==> src/rtl/nibbler_pkg.sv <==
// Shared Nibbler constants: button nibble width and debounce lengths for
// simulation and for the board, plus the debounce counter width helper.
package nibbler_pkg;

  localparam int NIB_WIDTH          = 4;
  localparam int NIB_DEBOUNCE_SIM   = 4;
  localparam int NIB_BOARD_CLK_HZ   = 50_000_000;
  // 1 ms of consecutive samples at the board clock.
  localparam int NIB_DEBOUNCE_BOARD = NIB_BOARD_CLK_HZ / 1000;

  // Counter must hold DEBOUNCE_CYCLES-1; never narrower than one bit.
  function automatic int cnt_width(input int cycles);
    return (cycles <= 2) ? 1 : $clog2(cycles);
  endfunction

endpackage

==> src/rtl/pushbutton_conditioner_debounce_bit.sv <==
// One button: 2-FF synchroniser, consecutive-sample debounce counter,
// registered press pulse and a sticky press latch cleared by ack.
module debounce_bit
  import nibbler_pkg::*;
#(
  parameter int DEBOUNCE_CYCLES = NIB_DEBOUNCE_SIM
) (
  input  logic clock,
  input  logic reset,
  input  logic raw,
  input  logic ack,
  output logic level,
  output logic pulse,
  output logic latched
);

  localparam int             CW      = cnt_width(DEBOUNCE_CYCLES);
  localparam logic [CW-1:0]  CNT_MAX = CW'(DEBOUNCE_CYCLES - 1);

  logic          s1_q, s1_d;
  logic          s2_q, s2_d;
  logic          stable_q, stable_d;
  logic [CW-1:0] cnt_q, cnt_d;
  logic          pulse_q, pulse_d;
  logic          latched_q, latched_d;
  logic          rise;

  always_comb begin
    s1_d     = raw;
    s2_d     = s1_q;
    stable_d = stable_q;
    cnt_d    = '0;
    rise     = 1'b0;
    // Any sample matching stable leaves cnt_d at zero: glitch rejection.
    if (s2_q != stable_q) begin
      if (cnt_q == CNT_MAX) begin
        stable_d = s2_q;
        rise     = s2_q;
      end else begin
        cnt_d = cnt_q + CW'(1);
      end
    end
    pulse_d   = rise;
    // A press accepted on the same edge as ack wins.
    latched_d = rise | (latched_q & ~ack);
  end

  always_ff @(posedge clock or negedge reset) begin
    if (!reset) begin
      s1_q      <= 1'b0;
      s2_q      <= 1'b0;
      stable_q  <= 1'b0;
      cnt_q     <= '0;
      pulse_q   <= 1'b0;
      latched_q <= 1'b0;
    end else begin
      s1_q      <= s1_d;
      s2_q      <= s2_d;
      stable_q  <= stable_d;
      cnt_q     <= cnt_d;
      pulse_q   <= pulse_d;
      latched_q <= latched_d;
    end
  end

  assign level   = stable_q;
  assign pulse   = pulse_q;
  assign latched = latched_q;

endmodule

==> src/rtl/pushbutton_conditioner.sv <==
// Conditions the raw Nibbler pushbuttons for the uP core: one independent
// debounce_bit per button, with ack fanned out to every bit.
module pushbutton_conditioner
  import nibbler_pkg::*;
#(
  parameter int WIDTH           = NIB_WIDTH,
  parameter int DEBOUNCE_CYCLES = NIB_DEBOUNCE_SIM
) (
  input  logic             clock,
  input  logic             reset,
  input  logic [WIDTH-1:0] buttons_raw,
  input  logic             ack,
  output logic [WIDTH-1:0] pushbuttons,
  output logic [WIDTH-1:0] press_pulse,
  output logic [WIDTH-1:0] press_latched
);

  for (genvar i = 0; i < WIDTH; i++) begin : g_bit
    debounce_bit #(
      .DEBOUNCE_CYCLES(DEBOUNCE_CYCLES)
    ) u_bit (
      .clock   (clock),
      .reset   (reset),
      .raw     (buttons_raw[i]),
      .ack     (ack),
      .level   (pushbuttons[i]),
      .pulse   (press_pulse[i]),
      .latched (press_latched[i])
    );
  end

endmodule

==> config.mk <==
export PLATFORM = sky130hd
export DESIGN_NAME = pushbutton_conditioner
export DESIGN_NICKNAME = d
export VERILOG_FILES = /design/src/rtl/nibbler_pkg.sv /design/src/rtl/pushbutton_conditioner_debounce_bit.sv /design/src/rtl/pushbutton_conditioner.sv
export SDC_FILE = /design/constraint.sdc
export NUM_CORES = 1
export LEC_CHECK = 0
export ABC_CLOCK_PERIOD_IN_PS = 1200
export BUFFER_PORTS_ARGS = -buffer_cell sky130_fd_sc_hd__buf_2
export CORE_ASPECT_RATIO = 1.5
export CORE_MARGIN = 4
export CORE_UTILIZATION = 30
export CTS_CLUSTER_DIAMETER = 40
export DETAILED_ROUTE_END_ITERATION = 12
export HOLD_SLACK_MARGIN = 0.1
export SLEW_MARGIN = 20
export SYNTH_ARGS = -nofsm -noshare
export SYNTH_HDL_FRONTEND = slang
export SYNTH_HIERARCHICAL = 1
export SYNTH_SLANG_ARGS = --single-unit
==> constraint.sdc <==
create_clock -name clock -period 1.2 [get_ports clock]
set_input_delay 0.18 -clock clock [delete_from_list [all_inputs] [get_ports clock]]
set_output_delay 0.18 -clock clock [all_outputs]
set_load 0.005 [all_outputs]
# [After elaboration in Yosys (flattened, before gate mapping)]
# Index checks and enable logic that the tools add are counted.
# W data, S select, Z words.
[op_classes] n_addsub=4 multipliers=0 n_div=0 magnitude_cmp=0 eq_ne=8 shifts=0 muxes=16 bitwise_logic=9 reduce_logical=4
[op_table] cell="$mux W2" n=8
[op_table] cell="$add A2 B1 Y2 const B" n=4
[op_table] cell="$eq A2 B2 Y1 const B" n=4
[op_table] cell="$mux W1" n=8
[op_table] cell="$reduce_and A2 Y1" n=4
[op_table] cell="$and A1 B1 Y1" n=4
[op_table] cell="$ne A1 B1 Y1" n=4
[op_table] cell="$or A1 B1 Y1" n=4
[op_table] cell="$not A1 Y1" n=1
[totals] reg_bits=28 latch_bits=0 ramBits=0 rom_bits=0 input_bits=7 elab_cells=65 mem_count=0

# [Logic depth before layout (Yosys ltp)]
# Gate-level depths: netlist (run 1).
[depth] word_depth=4 ltp_mapped=3 depth_no_buf=3

# [Hierarchy]
# Netlist (run 1), hierarchy kept.
[modules_own_cells] mod="debounce_bit" n_inst=4 cells_each=17 area_each_um2=239.0

# [Worst setup path before layout (run 1)]
# Ideal clock, no wire load.
[synth_path] kind="reg2reg" startpoint="reg g_bit[0].u_bit.cnt_q[0]" endpoint="reg g_bit[0].u_bit.cnt_q[1]" arrival_time_ns=0.757 required_ns=1.073 path_slack_ns=0.316 stages_incl_launch_ff=3 n_path_buf=0 cell_sequence="dfrtp_1 -> ha_1 -> nor2b_1"
[synth_between] elab_chain_cells=3
[synth_rtl] item="from (decl)" line_no="pushbutton_conditioner_debounce_bit.sv:23" text="logic [CW-1:0] cnt_q, cnt_d;"
[synth_rtl] item="from (signal assigned)" line_no="pushbutton_conditioner_debounce_bit.sv:60" text="cnt_q <= cnt_d;"
[synth_rtl] item="$add A2 B1 Y2 / $eq A2 B2 Y1 (equally long branches)" line_no="pushbutton_conditioner_debounce_bit.sv:40, pushbutton_conditioner_debounce_bit.sv:36"
[synth_rtl] item="$mux W2 (*)" line_no="pushbutton_conditioner_debounce_bit.sv:36" text="if (cnt_q == CNT_MAX) begin"
[synth_rtl] item="$mux W2 (*)" line_no="pushbutton_conditioner_debounce_bit.sv:35" text="if (s2_q != stable_q) begin"
[synth_rtl] item="named net g_bit[0].u_bit.cnt_d[1]" line_no="pushbutton_conditioner_debounce_bit.sv:23"
# The timed path passes the listed nets; every way through them passes the cells marked *.
# A chain may end at the register's enable or synchronous reset.

# [Worst setup path in the final report (run 1)]
[layout_path] startpoint="reg g_bit[2].u_bit.stable_q" endpoint="out pushbuttons[2]"
[layout_rtl] item="from (decl)" line_no="pushbutton_conditioner_debounce_bit.sv:22" text="logic stable_q, stable_d;"
[layout_rtl] item="from (signal assigned)" line_no="pushbutton_conditioner_debounce_bit.sv:59" text="stable_q <= stable_d;"
[layout_rtl] item="to (decl)" line_no="pushbutton_conditioner.sv:13" text="output logic [WIDTH-1:0] pushbuttons,"
# No word-level cell between the ends.

==> flow_summary.ini, run 1 <==
[outcome]
run_status = finished clean

[clocking]
number_of_clock_sinks = 28
cts-root-to-sink-buffers = 2
htreeDepth = 1
postCtsSetupRepairBufs = 0
clock_tree.root_cell = clkbuf_8
numCtsBuffers = 3
cts_tree = built
cts.reportedPaths.clkPinSlew_ns = 0.09
clock_latency_ns = 0.26

[power]
ir_drop_v = 0.000802
powerDensity_mw_per_mm2 = 1950
power.leakage_nw = 0.598

[sta]
timing.final.ws_setup_ns = 0.167
timing.final.crit_share_pct = 86.1
slew_violations = 0
min_period_ns = 1.03
hold_slack_ns = 0.155
rsz0062_at_grt = no
timing_worst_slew_pin_value_ns = 0.601
setup_viol = 0
worst_slew_margin_rel_pct = 59.9
max_clock_freq_ghz = 0.968
hold_violations = 0
timing.setup.tns_ns = 0
finClkSkew_ns = 0.00119

[routing]
ant_nets = 0
wl_per_cell_um = 10.5
num_vias = 559
vias_per_cell = 4.20
drt_first_iter_violations = 11
firstDrtPassIters = 4
totalWireLength_um = 1400
route.detailed.drc = 0

[global_routing]
grt_start_max_net_pins = 29
grt_first_pass_wirelength_um = 2300
grt_pass1_vias = 537
groute.usage.overall_pct = 7.51
grt-ovfl-total = 0
antenna_found_initial = 0

[floorplanning]
die_extent_in_y_um = 77.1
design.portCount = 19
initial_core_util_pct = 32.2
core_area_sq_mm = 0.00297
std_cell_rows = 24
die-area_sq_mm = 0.00417
fp.dieW_um = 54.1

[logic_synthesis]
seq_area_frac_synth_pct = 73.3
synth_compound_area_share_pct = 4.71
yosys-mux-area-fraction_pct = 0
combinational_family_with_the_most_area_after_synthesis = simple AND/OR/NAND/NOR gates
number_of_nets_produced_by_synthesis = 79
synth_top_cell_by_area = dfrtp_1
postSynthAreaPerCell_sq_um = 14.1
post_synth_num_cell_types = 10
ys_top_cells_by_count = dfrtp_1, inv_1
netlist.area_leader.share_pct = 73.3
synth-edff-count = 0
synthFlopType = dfrtp_1
synth_fa_ha_area_share_pct = 5.24
most_repeated_cell_in_the_gate_level_netlist_after_synthesis = dfrtp_1
post_synth_main_area_contributors = dfrtp_1, ha_1, nor3_2
postSynthCellCount = 68
synthArstFlopShare_pct = 100
post_synth_and_or_nand_nor_area_fraction_pct = 9.95
flops_latches_synth = 28
yosysWarnings = 6
synthXorXnorAreaFrac_pct = 3.66
mappedNetlistArea_sq_um = 956

[worst_setup_path]
worstPathCellList = buf_2
crit_buf_inv = 1
worst_path_largest_cell_delay_ns = 0.44
worst-endpoint-arrival_ns = 0.85
critPathRequiredTime_ns = 1.02
setup.worst_path.end_class = output pin
crit_path_start_kind = flop
critical_path_peak_fanout = 5
crit_family = flip-flops
worst_path_max_delay_cell = dfrtp_1
criticalPathCategory = flop to output pin

[final_layout]
area_growth_pct = 24.1
insertedDiodeCount = 0
final_area_sq_mm = 0.00119
post_route_cells_drive_above_1_share_pct = 26.6
final_cells = 133
final_nets = 107

[placement]
detailedPlace.worstSlack_ns = 0.254
numPortBuffers = 18
place_inst = 125
detailedPlacementHpwl_um = 996
placed_cell_area_sq_mm = 0.00109
gpl.final_weighted_congestion = 0.624

[min_path]
worst_hold_path_class = input port to flop

[job]
maxCapViolations = 0
-- metal layers --
| layer | share of wire (%) | vias up | GRT usage, % |
|---|---|---|---|
| li1 | - | 269 | - |
| met1 | 46 | 271 | 9.59 |
| met2 | 44 | 17 | 11.3 |
| met3 | 8.2 | 2 | 2.13 |
| met4 | 1.2 | 0 | 3.74 |
| met5 | 0 | - | 0 |
-- state kept, by name, summed over array words and instances (netlist names) --
signal	cells
g_bit.u_bit/level	4
g_bit.u_bit/s1_q	4
g_bit.u_bit/cnt_q	8
g_bit.u_bit/s2_q	4
g_bit.u_bit/latched	4
g_bit.u_bit/pulse	4
-- stage by stage --
step	power [W]	util [%]
after floorplan	0.00165	-
after global placement	0.00182	36.8
after detailed placement	0.00185	36.8
after CTS	0.00235	39.9
after global routing	0.00248	39.9
final	0.00231	39.9
-- worst paths after layout --
check / start / end / slack [ns] / cells after the start
setup / recovery: g_bit[2].u_bit/level$_DFFE_PN0P_ / pushbuttons[2] / 0.17 / 1
hold / removal: ack / g_bit[1].u_bit/latched$_DFF_PN0_ / 0.16 / 2
setup reg to reg: g_bit[2].u_bit/cnt_q[0]$_DFF_PN0_ / g_bit[2].u_bit/level$_DFFE_PN0P_ / 0.23 / 3
hold reg to reg: g_bit[0].u_bit/s1_q$_DFF_PN0_ / g_bit[0].u_bit/s2_q$_DFF_PN0_ / 0.35 / 0
max in group asynchronous: reset / g_bit[0].u_bit/latched$_DFF_PN0_ / 0.35 / 2
min in group asynchronous: reset / g_bit[1].u_bit/s1_q$_DFF_PN0_ / 0.45 / 2
-- power breakdown --
group | internal [W] | switching [W] | total [W]
combinational | 0.000276 | 0.000240 | 0.000516
clock | 0.000224 | 0.000252 | 0.000476
sequential | 0.00116 | 0.000163 | 0.00132
total | 0.00166 | 0.000656 | 0.00231
-- cell families after synthesis --
kind of cell / Yosys count
xor+xnor: 4
simple gates: 16
fa+ha+maj: 4
flops: 28
buf+inv: 8
compound gates: 8
-- area by class of cell --
class / instances / area (sq um)
Clock buffer: 3 / 41.3
Fill cell: 292 / 1790
Inverter: 8 / 30.0
Multi-Input combinational cell: 32 / 225
Sequential cell: 28 / 701
Tap cell: 39 / 48.8
Timing Repair Buffer: 23 / 140
-- placed cells by master (no fill, tap or decap) --
cell / n
xnor2_1: 4
nor3_2: 4
o21ai_0: 4
buf_2: 18
dlygate4sd3_1: 5
dfrtp_1: 28
nor2b_1: 4
nand2_1: 4
inv_1: 8
ha_1: 4
o22ai_1: 4
clkbuf_8: 3
nor2_1: 4
-- repair_timing --
action,CTS,global route
hold buffers,5,0
hold endpoints to repair,32,0
gates resized for setup,0,0
Power figures use the tool's default switching activity.
==> inputs of run 2 (changes only) <==
ABC_CLOCK_PERIOD_IN_PS = 1050   (was 1200)
CORE_ASPECT_RATIO = unset   (was 1.5)
clock period = 1.05 ns   (was 1.2 ns; I/O delays follow)
==> run 2 against run 1 <==
Net effect:
- total power increased by 19%
- global-route usage up 0.85 points
- largest power group unchanged
- critical endpoint is now press_latched[0]
- core utilization rose by 1.5 points
- sequential power is 9.8% higher
- critical path type unchanged
- first-iteration DRC count is 73% lower
- clock power up 4%
==> flow_summary.ini, run 2 (same netlist as run 1, synthesis figures left out) <==
[power]
ir_drop_v = 0.00108
power_frac_comb_pct = 29.4
powerDensity_mw_per_mm2 = 2180
power_report.internal_total_w = 0.00197
share_clk_of_total_power_pct = 18.0
proportion_of_power_drawn_by_flip_flops_and_latches_pct = 52.6
switching_power_w = 0.000783
power.leakage_nw = 0.642
power_w = 0.00275
swShare_pct = 28.5

[floorplanning]
die-area_sq_mm = 0.00415
die_extent_in_y_um = 64.5
std_cell_rows = 20
design.portCount = 19
fp.dieW_um = 64.5
initial_core_util_pct = 31.3
core_area_sq_mm = 0.00305

[worst_setup_path]
worst-endpoint-arrival_ns = 0.86
crit_family = flip-flops
worst_path_largest_cell_delay_ns = 0.42
crit_path_start_kind = flop
criticalPathCategory = flop to output pin
setup.worst_path.end_class = output pin
reg2regPathDepth = 3
worstPathCellList = buf_2
critical_path_peak_fanout = 2
worstReg2RegEnd = g_bit[0].u_bit/latched$_DFF_PN0_
worst_path_max_delay_cell = dfrtp_1
reg2reg_from = g_bit[0].u_bit/cnt_q[0]$_DFF_PN0_
rrSetupSlack_ns = 0.08
critPathRequiredTime_ns = 0.89
critical_path_cell_count = 1
crit_buf_inv = 1

[clocking]
cts.reportedPaths.clkPinSlew_ns = 0.14
clock_latency_ns = 0.31
numCtsBuffers = 3
cts-root-to-sink-buffers = 2
htreeDepth = 1
cts_tree = built
number_of_clock_sinks = 28
clock_tree.root_cell = clkbuf_4

[placement]
detailedPlacementHpwl_um = 1070
gpl.final_weighted_congestion = 0.712
place_inst = 131
placed_cell_area_sq_mm = 0.00112
numPortBuffers = 18

[final_layout]
final_nets = 113
top_register = g_bit.u_bit/cnt_q
final_area_sq_mm = 0.00126
register_area_sq_um = 701
post_route_cells_drive_above_1_share_pct = 32.7
mostFrequentLayoutCell = dfrtp_1
layout.cells.most_common_list = dfrtp_1, buf_2, inv_1
num-fill-cells = 307
largest_register_ffs = 8
multi_input_area_sq_um = 240
insertedDiodeCount = 0
area_growth_pct = 32.1
final_cells = 145

[routing]
route.detailed.drc = 0
wl_per_cell_um = 10.5
num_vias = 587
firstDrtPassIters = 2
ant_nets = 0
drt_first_iter_violations = 3
totalWireLength_um = 1520
vias_per_cell = 4.05

[sta]
setup_viol = 0
max_clock_freq_ghz = 0.978
hold_slack_ns = 0.256
rsz0062_at_grt = yes
finClkSkew_ns = 0.00226
min_period_ns = 1.02
worst_slew_margin_rel_pct = 77.5
timing.setup.tns_ns = 0
timing.final.crit_share_pct = 97.3
slew_violations = 0
hold_violations = 0
timing_worst_slew_pin_value_ns = 0.338

[global_routing]
grt_start_max_net_pins = 16
grt-ovfl-total = 0
grt_pass1_vias = 604
antenna_found_initial = 0
grt_first_pass_wirelength_um = 2650
groute.usage.overall_pct = 8.36

[min_path]
worst_hold_path_class = input port to async pin

[job]
maxCapViolations = 0

[outcome]
run_status = finished clean
-- run 2: through the flow --
step	setup slack [ns]	utilization (%)
6_report	0.0279	41.4
5_1_grt	-0.0528	41.4
4_1_cts	-0.00146	40.9
3_5_place_dp	0.0953	36.7
3_3_place_gp	0.134	36.7
2_1_floorplan	0.166	-
-- run 2: layout make-up --
| type | count | area share (%) |
|---|---|---|
| flip-flops and latches | 28 | 55.5 |
| multi-input cells | 32 | 19.0 |
| inverters | 8 | 2.38 |
| well taps | 44 | 4.36 |
| repair buffers | 29 | 15.9 |
| clock buffers | 4 | 2.87 |
-- run 2: layer usage --
layer,global-route usage [%],share of wire (%),routed length [um],up-vias
met5,0,0,0,-
met4,3.17,1.1,16,0
met3,3.12,5.7,86,2
met2,14.3,52,792,10
met1,9.45,41,626,286
li1,-,-,-,289
-- run 2: power by group through the flow --
stage	Combinational, W	Sequential [W]	Clock [W]
3_5_place_dp	0.000598	0.00153	0
3_3_place_gp	0.000574	0.00151	0
5_1_grt	0.000909	0.00148	0.000601
4_1_cts	0.000787	0.00145	0.000537
2_1_floorplan	0.000368	0.00151	0
6_report	0.000807	0.00145	0.000495
-- run 2: worst max-delay path by stage --
stage,from,end,slack (ns)
after floorplan,g_bit[0].u_bit/cnt_q[0]$_DFF_PN0_,g_bit[0].u_bit/cnt_q[1]$_DFF_PN0_,0.17
after global placement,g_bit[0].u_bit/cnt_q[0]$_DFF_PN0_,g_bit[0].u_bit/latched$_DFF_PN0_,0.13
after detailed placement,g_bit[1].u_bit/cnt_q[0]$_DFF_PN0_,g_bit[1].u_bit/level$_DFFE_PN0P_,0.1
after CTS,g_bit[0].u_bit/latched$_DFF_PN0_,press_latched[0],-0.001
after global routing,g_bit[0].u_bit/latched$_DFF_PN0_,press_latched[0],-0.05
final,g_bit[0].u_bit/latched$_DFF_PN0_,press_latched[0],0.03
-- run 2: what timing repair did --
action	4_1_cts	5_1_grt
gates resized for setup	0	2
endpoints found under the hold margin	36	0
setup buffers	4	0
hold buffers	6	0
endpoints found under the setup margin	5	13
==> inputs of run 3 (changes only) <==
CTS_BUF_LIST = sky130_fd_sc_hd__clkbuf_16   (was unset)
==> run 3 against run 2 <==
Net effect:
- clock-buffer cell count decreased by 1
- cell count decreased by 3.4%
- via count decreased by 2.9%
- total power increased by 7.0%
- core utilization decreased by 0.41 points
- non-clock buffer count decreased by 5
- sequential cell count unchanged
==> flow_summary.ini, run 3 (same netlist as run 1, synthesis figures left out) <==
[power]
swShare_pct = 26.6
switching_power_w = 0.000784
ir_drop_v = 0.00125
power_w = 0.00294
proportion_of_power_drawn_by_flip_flops_and_latches_pct = 51.3
share_clk_of_total_power_pct = 28.2
power_frac_comb_pct = 20.6
power_report.internal_total_w = 0.00216
power.leakage_nw = 0.625
powerDensity_mw_per_mm2 = 2350

[sta]
setup_viol = 0
timing.final.ws_setup_ns = 0.0567
slew_violations = 0
finClkSkew_ns = 0.00391
timing.setup.tns_ns = 0
min_period_ns = 0.993
rsz0062_at_grt = no
hold_violations = 0
max_clock_freq_ghz = 1.01
timing.final.crit_share_pct = 94.6
worst_slew_margin_rel_pct = 77.1
timing_worst_slew_pin_value_ns = 0.344
hold_slack_ns = 0.157

[clocking]
cts.reportedPaths.clkPinSlew_ns = 0.06
htreeDepth = 1
postCtsSetupRepairBufs = 0
clock_latency_ns = 0.25
cts_tree = built
numCtsBuffers = 3
cts-root-to-sink-buffers = 2
number_of_clock_sinks = 28
clock_tree.root_cell = clkbuf_16

[routing]
vias_per_cell = 4.07
totalWireLength_um = 1440
wl_per_cell_um = 10.3
top_layer_used = met4
firstDrtPassIters = 2
wl_met2_um = 724
met3WireLength_um = 94
route.detailed.drc = 0
num_vias = 570
drt_first_iter_violations = 7
wirelength_met1_um = 610
ant_nets = 0

[min_path]
worst_hold_path_class = input port to flop
holdCritStartpoint = ack
hold_depth = 2

[final_layout]
area_growth_pct = 30.8
num-fill-cells = 305
top_register = g_bit.u_bit/cnt_q
final_cells = 140
insertedDiodeCount = 0
post_route_cells_drive_above_1_share_pct = 27.1
mostFrequentLayoutCell = dfrtp_1
final_nets = 108
largest_register_ffs = 8
layout.cells.most_common_list = dfrtp_1, buf_2, inv_1

[worst_setup_path]
crit_buf_inv = 1
worst-endpoint-arrival_ns = 0.84
crit_start = g_bit[2].u_bit/level$_DFFE_PN0P_
critical_path_peak_fanout = 5
crit_path_start_kind = flop
worstPathCellList = buf_2
critPathRequiredTime_ns = 0.89
worst_path_largest_cell_delay_ns = 0.43
reg2regPathDepth = 3
criticalPathCategory = flop to output pin
setup.worst_path.end_class = output pin
worst_path_max_delay_cell = dfrtp_1
reg2reg_from = g_bit[1].u_bit/cnt_q[0]$_DFF_PN0_
crit_family = flip-flops
rrSetupSlack_ns = 0.08
critical_path_cell_count = 1

[global_routing]
groute.usage.overall_pct = 7.96
grt_start_max_net_pins = 16
grt-ovfl-total = 0
grt_first_pass_wirelength_um = 2530
grt_pass1_vias = 591
antenna_found_initial = 0

[floorplanning]
initial_core_util_pct = 31.3
design.portCount = 19
die_extent_in_y_um = 64.5
die-area_sq_mm = 0.00415
fp.dieW_um = 64.5
std_cell_rows = 20
core_area_sq_mm = 0.00305

[job]
maxCapViolations = 0

[placement]
numPortBuffers = 18
detailedPlacementHpwl_um = 1070
detailedPlace.worstSlack_ns = 0.0953
gpl.final_weighted_congestion = 0.712
place_inst = 131

[outcome]
run_status = finished clean
==> run 3: cell types whose count changed in the layout (fill, tap and decap cells not counted), sizes merged <==
cell / before / now
buf: 23 / 19
clkbuf: 4 / 3
clkinv: 0 / 1
dlygate4sd3: 6 / 5
==> run 3: area by class of cell <==
cell class | instances | area [sq um] | area share, %
clock buffers | 3 | 75.1 | 6.01
clock inverters | 1 | 3.75 | 0.300
repair buffers | 24 | 160 | 12.8
flip-flops and latches | 28 | 701 | 56.1
multi-input cells | 32 | 225 | 18.0
well taps | 44 | 55.1 | 4.40
inverters | 8 | 30.0 | 2.40
==> run 3: path summary, 6_finish.rpt <==
| path | endpoint |
|---|---|
| max reg2reg | g_bit[1].u_bit/level$_DFFE_PN0P_ |
| min reg2reg | g_bit[1].u_bit/s2_q$_DFF_PN0_ |
| min | g_bit[1].u_bit/latched$_DFF_PN0_ |
| max in group asynchronous | g_bit[0].u_bit/pulse$_DFF_PN0_ |
| min in group asynchronous | g_bit[1].u_bit/pulse$_DFF_PN0_ |
| max | pushbuttons[2] |
==> run 3: power groups by stage <==
| stage | Clock (W) | Combinational (W) | Sequential [W] |
|---|---|---|---|
| after CTS | 0.000870 | 0.000626 | 0.00151 |
| after detailed placement | 0 | 0.000598 | 0.00153 |
| after floorplan | 0 | 0.000368 | 0.00151 |
| after global routing | 0.000932 | 0.000686 | 0.00155 |
| final | 0.000829 | 0.000605 | 0.00151 |
| after global placement | 0 | 0.000574 | 0.00151 |
==> run 3: through the flow <==
step / utilization (%) / instance area [sq um]
global route: 40.9 / 1250
floorplan: - / 956
global placement: 36.7 / 1120
detailed placement: 36.7 / 1120
finish: 40.9 / 1250
CTS: 40.9 / 1250
==> run 3: what timing repair did <==
action / CTS / global route
setup endpoints to repair: 0 / 0
hold buffers: 5 / 0
gates resized for setup: 0 / 0
endpoints found under the hold margin: 32 / 0
==> run 3: per-layer routing <==
metal	vias up	global-route usage (%)
li1	278	-
met2	12	14.0
met1	278	8.47
met4	0	3.17
met5	-	0
met3	2	3.12
